### src/rtl/display_sync_fifo.sv
// Single-clock display-path FIFO: registered-read RAM, usedw counter, flags and sticky errors.
// Define DISPLAY_FIFO_SHOWAHEAD_EN for show-ahead mode (head word on q through a prefetch stage).
module display_sync_fifo #(
  parameter int DATA_BITS   = 41,
  parameter int ADDR_BITS   = 4,
  parameter int AFULL_LEVEL = 12
) (
  input  logic                 clk,
  input  logic                 reset_n,
  input  logic                 flush,
  input  logic [DATA_BITS-1:0] data,
  input  logic                 wrreq,
  input  logic                 rdreq,
  output logic [DATA_BITS-1:0] q,
  output logic                 q_valid,
  output logic [ADDR_BITS:0]   usedw,
  output logic                 empty,
  output logic                 full,
  output logic                 almost_full,
  output logic                 overflow,
  output logic                 underflow
);

  localparam int               DEPTH   = 1 << ADDR_BITS;
  localparam logic [ADDR_BITS:0] DEPTH_W = (ADDR_BITS+1)'(DEPTH);
  localparam logic [ADDR_BITS:0] AFULL_W = (ADDR_BITS+1)'(AFULL_LEVEL);
  localparam logic [ADDR_BITS:0] ONE_W   = (ADDR_BITS+1)'(1);
  localparam logic [ADDR_BITS-1:0] ONE_P = ADDR_BITS'(1);

  logic [DATA_BITS-1:0] mem [DEPTH];
  logic [ADDR_BITS-1:0] wr_ptr, rd_ptr;
  logic                 wr_acc, rd_acc;
  logic [ADDR_BITS:0]   usedw_nxt;

`ifdef DISPLAY_FIFO_SHOWAHEAD_EN
  // Words sit in RAM, then the RAM read register (s1), then q; usedw counts all three.
  logic [ADDR_BITS:0]   ram_cnt, ram_cnt_nxt;
  logic [DATA_BITS-1:0] s1_data;
  logic                 s1_valid, s1_load, q_load;
`endif

  always_comb begin
    wr_acc    = 1'b0;
    rd_acc    = 1'b0;
    usedw_nxt = usedw;
    if (reset_n && !flush) begin
`ifdef DISPLAY_FIFO_SHOWAHEAD_EN
      rd_acc = rdreq && q_valid;
`else
      rd_acc = rdreq && !empty;
`endif
      wr_acc = wrreq && (!full || rd_acc);
    end
    case ({wr_acc, rd_acc})
      2'b10:   usedw_nxt = usedw + ONE_W;
      2'b01:   usedw_nxt = usedw - ONE_W;
      default: usedw_nxt = usedw;
    endcase
  end

`ifdef DISPLAY_FIFO_SHOWAHEAD_EN
  always_comb begin
    q_load      = s1_valid && (!q_valid || rd_acc);
    s1_load     = reset_n && !flush && (ram_cnt != '0) && (!s1_valid || q_load);
    ram_cnt_nxt = ram_cnt;
    case ({wr_acc, s1_load})
      2'b10:   ram_cnt_nxt = ram_cnt + ONE_W;
      2'b01:   ram_cnt_nxt = ram_cnt - ONE_W;
      default: ram_cnt_nxt = ram_cnt;
    endcase
  end
`endif

  // RAM write port kept free of reset so it maps onto block memory.
  always_ff @(posedge clk) begin
    if (wr_acc) mem[wr_ptr] <= data;
  end

  always_ff @(posedge clk) begin
    if (!reset_n) begin
      wr_ptr      <= '0;
      rd_ptr      <= '0;
      usedw       <= '0;
      empty       <= 1'b1;
      full        <= 1'b0;
      almost_full <= 1'b0;
      overflow    <= 1'b0;
      underflow   <= 1'b0;
      q           <= '0;
      q_valid     <= 1'b0;
`ifdef DISPLAY_FIFO_SHOWAHEAD_EN
      ram_cnt     <= '0;
      s1_data     <= '0;
      s1_valid    <= 1'b0;
`endif
    end else if (flush) begin
      // q deliberately keeps its last value across a flush.
      wr_ptr      <= '0;
      rd_ptr      <= '0;
      usedw       <= '0;
      empty       <= 1'b1;
      full        <= 1'b0;
      almost_full <= 1'b0;
      overflow    <= 1'b0;
      underflow   <= 1'b0;
      q_valid     <= 1'b0;
`ifdef DISPLAY_FIFO_SHOWAHEAD_EN
      ram_cnt     <= '0;
      s1_valid    <= 1'b0;
`endif
    end else begin
      if (wr_acc) wr_ptr <= wr_ptr + ONE_P;
      usedw       <= usedw_nxt;
      empty       <= (usedw_nxt == '0);
      full        <= (usedw_nxt == DEPTH_W);
      almost_full <= (usedw_nxt >= AFULL_W);
      if (wrreq && !wr_acc) overflow  <= 1'b1;
      if (rdreq && !rd_acc) underflow <= 1'b1;
`ifdef DISPLAY_FIFO_SHOWAHEAD_EN
      ram_cnt <= ram_cnt_nxt;
      if (s1_load) begin
        s1_data  <= mem[rd_ptr];
        rd_ptr   <= rd_ptr + ONE_P;
        s1_valid <= 1'b1;
      end else if (q_load) begin
        s1_valid <= 1'b0;
      end
      if (q_load) begin
        q       <= s1_data;
        q_valid <= 1'b1;
      end else if (rd_acc) begin
        q_valid <= 1'b0;
      end
`else
      // Read-before-write: a full-FIFO read+write at the same address sees the old word.
      if (rd_acc) begin
        q      <= mem[rd_ptr];
        rd_ptr <= rd_ptr + ONE_P;
      end
      q_valid <= rd_acc;
`endif
    end
  end

endmodule

### config.mk
export PLATFORM = sky130hd
export DESIGN_NAME = display_sync_fifo
export DESIGN_NICKNAME = d
export VERILOG_FILES = /design/src/rtl/display_sync_fifo.sv
export SDC_FILE = /design/constraint.sdc
export NUM_CORES = 1
export LEC_CHECK = 0
export CAP_MARGIN = 5
export CORE_ASPECT_RATIO = 1.75
export CORE_MARGIN = 10
export CORE_UTILIZATION = 55
export DETAILED_ROUTE_END_ITERATION = 7
export GPL_TIMING_DRIVEN = 0
export MAX_ROUTING_LAYER = met4
export PLACE_DENSITY = 0.73
export SETUP_SLACK_MARGIN = 0.05
export SLEW_MARGIN = 20
export SYNTH_ARGS = -nofsm -noshare
export SYNTH_HDL_FRONTEND = slang
export SYNTH_SLANG_ARGS = --single-unit
### constraint.sdc
create_clock -name clk -period 4.4 [get_ports clk]
set_input_delay 0.44 -clock clk [delete_from_list [all_inputs] [get_ports clk]]
set_output_delay 0.44 -clock clk [all_outputs]
set_load 0.02 [all_outputs]
==> impl_metrics.tcl <==
set metrics [dict create \
    h-tree-depth 2 \
    hp-class "flop to flop" \
    track_usage_pct 21.12 \
    grt_overflow_total 0 \
    cts_tree "done" \
    netlist_instances 1404 \
    rr_worst_depth 13 \
    cts.clk_slew.worst_paths_ns 0.06 \
    drv_slew 0 \
    synth.top_cell.area_share_pct 71.60 \
    synth_top_area_cell "edfxtp_1" \
    slew_headroom_pct 36.78 \
    grt_start_max_net_pins 23 \
    cts.sinks 716 \
    drv_cap 0 \
    row_count 108 \
    synth_warnings 0 \
    vdd_drop_max_v 0.0004091 \
    drc 0 \
    grt_pass1_wl_mm 92.00 \
    grt_pass1_vias 15040 \
    clock_latency_ns 0.60 \
    post-cts-setup-buffers 0 \
    preCtsSetupSlack_ns 0.5673 \
    area_growth_pct 16.91 \
    final_nets 1651 \
    period_share_pct 76.20 \
    via_count 13980 \
    grt_setup_unrepaired "no" \
    die_w_um 189.1 \
    finalInstanceArea_um2 32170 \
    fin_hold_ws_ns 0.4768 \
    drtAntennaViolNets 0 \
    dieArea_um2 59730 \
    drive_gt1_share_pct 22.87 \
    place_congestion 0.7850 \
    io_pins 98 \
    cts_hold_buf 0 \
    port_buffers 97 \
    antennaDiodeCount 0 \
    synth_edf_count 656 \
    final_cells 2304 \
    place_area_um2 30210 \
    cp-end-kind "flop" \
    crit_fanout 10 \
    dp_cells 2197 \
    power.leakage_nw 9.856 \
    avgSynthCellArea_um2 19.60 \
    p_total_mw 13.02 \
    via_per_inst 6.066 \
    initialDrtViolationCount 1214 \
    wl_mm 61.91 \
    cp.required_ns 4.92 \
    synth.distinct_cells 38 \
    yosys-top-cells-area "edfxtp_1 72%, mux4_2 8.5%, dfxtp_1 4.4%" \
    finish.utilization_pct 64.86 \
    cts-resized-gates 0 \
    antenna_found_initial 0 \
    grt_util_met3_pct 2.482 \
    async_reset_ff_share_pct 0 \
    min_period_ns 3.353 \
    core_um2 49590 \
    post_drt_wl_per_cell_um 26.87 \
    clockBufferDepth 3 \
    hpwl_mm 42.21 \
    power_density_nw_per_um2 404.7 \
    netlist_area_um2 27510 \
    layout_setup_ws_ns 1.047 \
    numCtsBuffers 58 \
    finClkSkew_ns 0.01243 \
    cp.arrival_ns 3.87 \
    mostFrequentLayoutCell "edfxtp_1" \
    top_usage_layer "met2" \
    start_util_pct 55.48 \
    layout.cells.most_common_list "656 x edfxtp_1, 104 x mux4_2, 97 x clkdlybuf4s50_1, 90 x mux2_2, 84 x mux2i_1" \
    final-setup-viol-count 0 \
    critical_path_class "flop to flop" \
    timing.fmax_mhz 298.3 \
    hold_path_depth 2 \
    outcome "completed" \
    startpoint_type "flop" \
    use_met2_pct 39.77 \
    finalHoldViolCount 0 \
    synth_seq_cells 716 \
    seq_area_frac_synth_pct 75.96 \
    finalSetupTns_ns 0 \
    grt_use_met1_pct 22.48 \
    cts_root_buf "clkbuf_16" \
    syn_nets 1458 \
    dieHeight_um 315.9 \
    first_pass_iters 5 \
    worstMarginPinSlew_ns 0.9483 \
    synthFlopType "edfxtp_1" \
]
-- final timing paths --
path / slack (ns) / endpoint / from
max reg2reg: 1.05 / almost_full / empty
max: 1.05 / almost_full / empty
min reg2reg: 0.48 / underflow / underflow
min: 0.48 / underflow / underflow
-- Yosys cell counts (2+ instances only) --
master      n
edfxtp_1  656
mux4_2    104
mux2_2     90
mux2i_1    84
dfxtp_1    60
a21oi_1    46
o21ai_0    45
nor2_1     41
clkbuf_1   39
nor3_1     37
o21bai_1   32
o22ai_1    32
a221o_1    30
buf_2      23
nand2_1    11
buf_4       8
ha_1        8
inv_1       7
nor2b_1     7
xor2_1      7
buf_6       6
xnor2_1     5
buf_1       4
nand2b_1    4
a211oi_1    2
nand4_1     2
o32ai_1     2
or3_1       2
-- per-layer routing --
metal	up-vias	share of wire, %
met3	112	4.6
li1	6102	-
met1	7317	35
met4	0	2.7
met5	-	0
met2	446	57
-- worst max-delay path, cell delays in order (launching register included) --
cell and delay [ns]:
dfxtp_1 0.34, nand2b_1 0.14, buf_2 0.17, a211oi_1 0.59, inv_1 0.15, ha_1 0.22, buf_2 0.17, xor2_1 0.17
ha_1 0.23, a21oi_1 0.25, mux2i_1 0.30, xnor2_1 0.09, or2_2 0.29, o22ai_1 0.16
-- area by class of cell --
type | instances | area (um^2)
clock buffer | 82 | 1673
fill | 3313 | 17430
clock inverter | 25 | 287.8
inverter | 7 | 26.28
timing repair buffer | 133 | 1732
buffer | 80 | 404.1
tap | 660 | 825.8
multi-input combinational | 601 | 6319
sequential | 716 | 20900
-- cell families (layout without fill, tap and decap cells) --
family                     Yosys count  after routing  share of synthesized area [%]
AOI/OAI and AO/OA                  195            195                          4.643
DFF                                716            716                          75.96
buffers and inverters               87            327                          1.564
and+or+nand+nor                    108            108                          1.833
muxes                              278            278                          15.25
adders and majority gates            8              8                         0.3638
xor gates and xnor gates            12             12                         0.3820
-- sequential cells by signal (all words and copies together), names as in the netlist --
register	cells
overflow	1
full	1
almost_full	1
usedw	5
rd_ptr	4
q_valid	1
q	41
mem	656
empty	1
underflow	1
wr_ptr	4
-- report_power, final --
group / switching, mW / internal [mW]
combinational: 0.161 / 0.0969
sequential: 0.00807 / 7.44
clock: 2.31 / 3.00
total: 2.48 / 10.5
(Power assumes the default switching activity.)
